[src/rtl/bvh_node_packer_pkg.sv]
// Shared types for the BVH node packer: node/AABB/fixed-point structs, raw layout sizes, FSM states.
// Used by bvh_node_packer and bvh_node_raw_pack (optional BVH_PACK_OFFSET_EN affects those modules).
package bvh_node_packer_pkg;

  localparam int BVH_NODE_RAW_WIDTH = 224;
  localparam int BVH_NODE_BEATS     = 7;
  localparam int BVH_BEAT_WIDTH     = 32;

  // Dim[0]=x, Dim[1]=y, Dim[2]=z
  typedef struct packed {
    logic [2:0][31:0] Dim;
  } Fixed3;

  typedef struct packed {
    Fixed3 Min;
    Fixed3 Max;
  } AABB;

  typedef struct packed {
    AABB              Aabb;
    logic [1:0][15:0] Nodes;
  } BVH_Node;

  typedef enum logic {
    ST_IDLE = 1'b0,
    ST_SEND = 1'b1
  } pack_state_e;

endpackage

[src/rtl/bvh_node_raw_pack.sv]
// Combinational BVH_Node -> 224-bit node_raw packer (Min.x in the MSBs, child links in the LSBs).
// With BVH_PACK_OFFSET_EN defined, an offset port exists and is subtracted from Min/Max (wrapping).
module bvh_node_raw_pack
  import bvh_node_packer_pkg::*;
(
  input  BVH_Node                        node,
`ifdef BVH_PACK_OFFSET_EN
  input  Fixed3                          offset,
`endif
  output logic [BVH_NODE_RAW_WIDTH-1:0]  raw
);

  logic [2:0][31:0] min_adj;
  logic [2:0][31:0] max_adj;

  genvar gi;
  generate
    for (gi = 0; gi < 3; gi++) begin : g_dim
`ifdef BVH_PACK_OFFSET_EN
      assign min_adj[gi] = node.Aabb.Min.Dim[gi] - offset.Dim[gi];
      assign max_adj[gi] = node.Aabb.Max.Dim[gi] - offset.Dim[gi];
`else
      assign min_adj[gi] = node.Aabb.Min.Dim[gi];
      assign max_adj[gi] = node.Aabb.Max.Dim[gi];
`endif
      // Min occupies [223:128], Max [127:32], x first within each
      assign raw[BVH_NODE_RAW_WIDTH-1-32*gi -: 32] = min_adj[gi];
      assign raw[127-32*gi -: 32]                  = max_adj[gi];
    end
  endgenerate

  assign raw[31:0] = {node.Nodes[0], node.Nodes[1]};

endmodule

[src/rtl/bvh_node_packer.sv]
// Serializes one BVH_Node per handshake into seven 32-bit beats tagged with a node index.
// Optional BVH_PACK_OFFSET_EN adds an offset port whose value is subtracted from the AABB at accept.
module bvh_node_packer
  import bvh_node_packer_pkg::*;
#(
  parameter int NODE_INDEX_WIDTH = 16
) (
  input  logic                        clk,
  input  logic                        resetn,
  input  logic                        clear,
  input  logic                        in_valid,
  output logic                        in_ready,
  input  BVH_Node                     in_node,
`ifdef BVH_PACK_OFFSET_EN
  input  Fixed3                       offset,
`endif
  output logic                        out_valid,
  input  logic                        out_ready,
  output logic [31:0]                 out_word,
  output logic [2:0]                  out_beat,
  output logic                        out_last,
  output logic [NODE_INDEX_WIDTH-1:0] out_node_index,
  output logic [NODE_INDEX_WIDTH-1:0] nodes_written
);

  localparam logic [2:0] LAST_BEAT = 3'(BVH_NODE_BEATS - 1);
  localparam logic [NODE_INDEX_WIDTH-1:0] IDX_ONE = {{(NODE_INDEX_WIDTH-1){1'b0}}, 1'b1};

  pack_state_e                   state_reg, state_next;
  logic [2:0]                    beat_reg, beat_next;
  logic                          run_reg;
  logic [BVH_NODE_RAW_WIDTH-1:0] raw_packed, raw_reg;
  logic [NODE_INDEX_WIDTH-1:0]   index_reg, written_reg;
  logic                          last_beat, accept, fire, node_done;

  bvh_node_raw_pack u_raw_pack (
    .node   (in_node),
`ifdef BVH_PACK_OFFSET_EN
    .offset (offset),
`endif
    .raw    (raw_packed)
  );

  always_comb begin
    state_next = state_reg;
    beat_next  = beat_reg;
    in_ready   = 1'b0;
    out_valid  = 1'b0;
    last_beat  = (beat_reg == LAST_BEAT);
    case (state_reg)
      ST_IDLE: in_ready = run_reg;
      ST_SEND: begin
        out_valid = 1'b1;
        // Next node may be taken while the final beat drains, giving no bubble
        in_ready  = run_reg && last_beat && out_ready;
      end
      default: ;
    endcase
    if (clear) in_ready = 1'b0;
    fire      = out_valid && out_ready;
    node_done = fire && last_beat;
    accept    = in_valid && in_ready;
    if (clear) begin
      state_next = ST_IDLE;
      beat_next  = 3'd0;
    end else if (accept) begin
      state_next = ST_SEND;
      beat_next  = 3'd0;
    end else if (fire) begin
      if (last_beat) begin
        state_next = ST_IDLE;
        beat_next  = 3'd0;
      end else begin
        beat_next = beat_reg + 3'd1;
      end
    end
  end

  always_ff @(posedge clk or negedge resetn) begin
    if (!resetn) begin
      state_reg   <= ST_IDLE;
      beat_reg    <= 3'd0;
      run_reg     <= 1'b0;
      raw_reg     <= '0;
      index_reg   <= '0;
      written_reg <= '0;
    end else begin
      state_reg <= state_next;
      beat_reg  <= beat_next;
      run_reg   <= 1'b1;
      // The current beat always sits in the top word; shift after each delivered beat
      if (!clear && accept)
        raw_reg <= raw_packed;
      else if (!clear && fire)
        raw_reg <= raw_reg << BVH_BEAT_WIDTH;
      if (clear) begin
        index_reg   <= '0;
        written_reg <= '0;
      end else if (node_done) begin
        index_reg <= index_reg + IDX_ONE;
        if (written_reg != {NODE_INDEX_WIDTH{1'b1}})
          written_reg <= written_reg + IDX_ONE;
      end
    end
  end

  assign out_word       = raw_reg[BVH_NODE_RAW_WIDTH-1 -: BVH_BEAT_WIDTH];
  assign out_beat       = beat_reg;
  assign out_last       = out_valid && last_beat;
  assign out_node_index = index_reg;
  assign nodes_written  = written_reg;

endmodule

[config.mk]
export PLATFORM = sky130hd
export DESIGN_NAME = bvh_node_packer
export DESIGN_NICKNAME = d
export VERILOG_FILES = /design/src/rtl/bvh_node_packer_pkg.sv /design/src/rtl/bvh_node_raw_pack.sv /design/src/rtl/bvh_node_packer.sv
export SDC_FILE = /design/constraint.sdc
export NUM_CORES = 1
export LEC_CHECK = 0
export ABC_AREA = 1
export ABC_CLOCK_PERIOD_IN_PS = 1800
export CORE_UTILIZATION = 50
export DETAILED_ROUTE_END_ITERATION = 10
export PLACE_DENSITY = 0.89
export SKIP_LAST_GASP = 1
export SLEW_MARGIN = 10
export SYNTH_ARGS = -nofsm -noshare
export SYNTH_HDL_FRONTEND = slang
export SYNTH_SLANG_ARGS = --single-unit
[constraint.sdc]
create_clock -name clk -period 1.8 [get_ports clk]
set_input_delay 0.36 -clock clk [delete_from_list [all_inputs] [get_ports clk]]
set_output_delay 0.36 -clock clk [all_outputs]
set_load 0.02 [all_outputs]
After elaboration in Yosys (flattened, before gate mapping):

Cells that the tools add are included.
Widths: inputs -> output; s select.

* register bits: 261
* input bits: 229
* output and inout port bits: 70

* add/sub/neg operators: 3
* equality and inequality tests: 2
* muxes and demuxes: 18
* bitwise gates (word level): 1
* reduce and logical (&&, ||, !) cells: 16

Operators with widths (number)
* $mux 224: 2
* $mux 16: 5
* $add 16x1->16 const B: 2
* $ne 16x16->1 const B: 1
* $mux 3: 4
* $logic_and 1x1->1: 8
* $mux 1: 6
* $reduce_bool 2->1: 3
* $reduce_bool 3->1: 2
* $reduce_and 2->1: 2
* $add 3x1->3 const B: 1
* $eq 3x3->1 const B: 1
* $pmux 1 s2: 1
* $logic_not 1->1: 1
* $not 1->1: 1

Depth between registers and ports, before layout:

* depth in word-level cells: 8
* depth in mapped cells: 11

By module:

From an unflattened synthesis, not the netlist that was laid out.

* cell total of the unflattened synthesis: 1789
* area, all modules: 14068.5 µm²

By module, submodules not included
* bvh_node_packer: times used 1, cells an instance 1565, area an instance 12386.9 µm², seq. area each 6531.3 µm²
* bvh_node_raw_pack: times used 1, cells an instance 224, area an instance 1681.6 µm², seq. area each 0.0 µm²

Least setup slack after synthesis:

Ideal clock, no wire load.

* kind: reg2out
* from: reg beat_reg[1] (netlist: out_beat[1])
* to: out in_ready
* arrival: 1.354 ns
* slack: 0.086 ns
* stages on the path, launching flop included: 5
* path buffers: 0
* cells stage by stage: dfrtp_1 -> nand2_1 -> nor2_4 -> nand2_4 -> a21boi_0

* word-level cells in the longest chain between the ends: 5

Ends and longest elaborated chain
* from (decl): line bvh_node_packer.sv:30 `logic [2:0] beat_reg, beat_next;`
* from (signal assigned): line bvh_node_packer.sv:89 `beat_reg <= beat_next;`
* $eq 3x3->1: line bvh_node_packer.sv:49 `last_beat = (beat_reg == LAST_BEAT);`
* $logic_and 1x1->1 (2 in a row): line bvh_node_packer.sv:55 `in_ready = run_reg && last_beat && out_ready;`
* $pmux 1 s2: line bvh_node_packer.sv:50 `case (state_reg)`
* $mux 1: line bvh_node_packer.sv:59 `if (clear) in_ready = 1'b0;`
* to (decl): line bvh_node_packer.sv:12 `output logic in_ready,`

Every way passes these cells.

Worst setup path in the final report:

* from: reg beat_reg[0] (netlist: out_beat[0])
* to: out out_last

* word-level cells in the longest chain between the ends: 2

Ends and longest elaborated chain
* $eq 3x3->1: line bvh_node_packer.sv:49
* $logic_and 1x1->1: line bvh_node_packer.sv:109 `assign out_last = out_valid && last_beat;`
* to (decl): line bvh_node_packer.sv:21 `output logic out_last,`

Every way passes these cells.

==> flow_metrics.py <==
metrics = {
    "outcome": {
        "status": "finished with violations",
        "violations": "negative setup slack",
    },
    "detailed_routing": {
        "wl_per_cell_um": 16.97,
        "drt-initial-drc-count": 1139,
        "drt-vias-per-instance": 5.515,
        "route.detailed.drc": 0,
        "vias": 12160,
        "finalWirelength_um": 37410,
        "first_pass_iters": 8,
        "ant_nets": 0,
    },
    "logic_synthesis": {
        "yosysTopAreaCellShare_pct": 52.44,
        "synthesis.nets": 1798,
        "synth_edf_count": 0,
        "synth-seq-cells": 261,
        "synthMuxAreaShare_pct": 0,
        "synthTopCellsByArea": "dfrtp_1, nand2_1, nand3_1",
        "syn_area_per_cell_um2": 7.948,
        "yosysUniqueCellTypes": 31,
        "synth_flop_cell": "dfrtp_1",
        "yosys.area_share.xor_xnor_pct": 0.3516,
        "synth_top_cell_by_area": "dfrtp_1",
        "synth-simple-area-share_pct": 35.27,
        "synth_area_um2": 12450,
        "synth-warning-count": 0,
        "synth-adder-area-share_pct": 0.2009,
        "synth_compound_area_share_pct": 3.114,
        "synth_seq_area_share_pct": 52.44,
        "synth_top_family_by_area": "simple AND/OR/NAND/NOR gates",
        "syn_inst": 1567,
        "synth-async-reset-ratio_pct": 100.0,
    },
    "grt": {
        "grt_pass1_vias": 11570,
        "overflow": 0,
        "grt_max_degree": 57,
        "use_met2_pct": 43.29,
        "antenna_found_initial": 10,
        "grtUsageMet3_pct": 3.481,
        "grt_first_pass_wirelength_um": 57390,
        "grt_usage_pct": 27.45,
        "gr-usage-met1_pct": 37.36,
        "top_usage_layer": "met2",
    },
    "min_path": {
        "holdCritPathClass": "primary input to flop",
    },
    "floorplanning": {
        "rows": 57,
        "coreArea_um2": 24390,
        "die_w_um": 159.8,
        "start_util_pct": 51.06,
        "die_y_um": 159.8,
        "dieArea_um2": 25540,
        "num_io_pins": 299,
    },
    "clocking": {
        "htree_num_levels": 1,
        "clkSinkCount": 261,
        "cts_tree": "built",
        "cts_root_buf": "clkbuf_16",
        "clk_pin_slew_ns": 0.07,
        "clockBufferDepth": 3,
        "numCtsBuffers": 28,
        "insertion_delay_ns": 0.54,
    },
    "sta": {
        "setup_viol": 2,
        "fin_crit_ns": 1.819,
        "skew_ns": 0.01048,
        "rsz0062_at_grt": "yes",
        "tns_ns": -0.03665,
        "timing.final.crit_share_pct": 101.1,
        "hold_violations": 0,
        "tightestPinTransition_ns": 0.5089,
        "whs_ns": 0.3546,
        "fin_ws_ns": -0.01910,
        "maxSlewHeadroom_pct": 66.07,
        "slew_violations": 0,
        "fmax_mhz": 549.7,
    },
    "flow_run": {
        "max_cap_viol_count": 0,
    },
    "worst_setup_path": {
        "worst_setup_path_start_kind": "flop",
        "path_class": "flop to output pin",
        "crit_slowest_cell": "dfrtp_2",
        "cp.required_ns": 1.44,
        "cp_cell_sequence": "buf_6, inv_4, nand3_2, nor2_1, buf_4",
        "slowest_delay_ns": 0.43,
        "crit_fanout": 3,
        "crit_arrival_ns": 1.46,
        "cp-end-kind": "output pin",
        "reg2reg_slack_ns": 0.01,
    },
    "power": {
        "p_leak_nw": 8.271,
        "power_w": 0.01679,
        "powerDensity_nw_per_um2": 980.3,
        "ir_drop_mv": 0.6468,
    },
    "finish": {
        "regArea_um2": 6533,
        "multi_input_area_um2": 4891,
        "nNetsFinal": 2082,
        "utilization_pct": 70.24,
        "layout_common_cells": "nand2_1, nand3_1, dfrtp_1",
        "drive_gt1_share_pct": 8.177,
        "largest_reg_flops": 224,
        "mostFrequentLayoutCell": "nand2_1",
        "fillers": 1805,
        "area_growth_pct": 37.56,
    },
    "placement": {
        "dp_hpwl_um": 25030,
        "port_buffers": 298,
        "dpl_worst_slack_ns": -0.3547,
        "gp_congestion": 0.8789,
    },
}
## routing by layer
metal	routed length, µm	vias to the layer above
li1	-	5646
met1	15360	5791
met2	17580	613
met3	2615	111
met4	1861	0
met5	0	-
## cell usage after synthesis (3+ instances only)
master    count
a21oi_1       8
buf_1        14
buf_2        30
buf_4        49
buf_6        12
clkbuf_1     24
dfrtp_1     261
inv_1        69
inv_2         4
nand2_1     567
nand2_2       3
nand3_1     381
nand4_1      12
nor2_1       49
nor3_1        4
o21ai_0      52
o21ai_1       6
o21bai_1      3
xor2_1        4
## power breakdown
part	switching (W)	internal, W
sequential	0.000777	0.00710
clock	0.00238	0.00336
combinational	0.00167	0.00151
total	0.00483	0.0120
## per-stage QoR
step	area, µm²	std cells
floorplan	12450	1567
global placement	15910	2129
detailed placement	15910	2129
CTS	16780	2182
global route	17130	2205
finish	17130	2205
## kinds of logic (layout without fill, tap and decap cells)
logic type | count (synthesis) | after routing
simple gates | 1022 | 1022
xor+xnor | 5 | 5
flops | 261 | 261
buf+inv | 202 | 506
compound gates | 74 | 74
fa+ha+maj | 2 | 2
other cells | 1 | 11
## worst paths after layout
kind	start	endpoint	cells after the start
max in group asynchronous	resetn	raw_reg[127]	3
worst max register to register	out_beat[2]	raw_reg[155]	10
worst max-delay path	out_beat[0]	out_last	5
worst min register to register	raw_reg[11]	raw_reg[11]	2
worst min-delay path	in_node[8]	raw_reg[24]	3
min in group asynchronous	resetn	nodes_written[1]	2
## layout make-up
type	count	area share (%)
Sequential cell	261	38.13
Timing Repair Buffer	382	23.62
Multi-Input combinational cell	1104	28.55
Timing Repair inverter	1	0.06573
Antenna cell	10	0.1461
Tap cell	324	2.366
Clock buffer	41	4.667
Clock inverter	9	0.6646
Inverter	73	1.797
## repair_timing
action / 4_1_cts / 5_1_grt
resized for setup: 86 / 32
endpoints found under the hold margin: 47 / 0
hold buffers: 1 / 0
cloned: 0 / 11
pin swaps: 1 / 2
setup endpoints to repair: 85 / 139
buffers inserted: 2 / 3
## critical path, delay by kind of cell (launching register included)
kind,cells,cell delay [ns]
buf+inv,3,0.32
flops,1,0.43
simple gates,2,0.16
(Power assumes the default switching activity.)
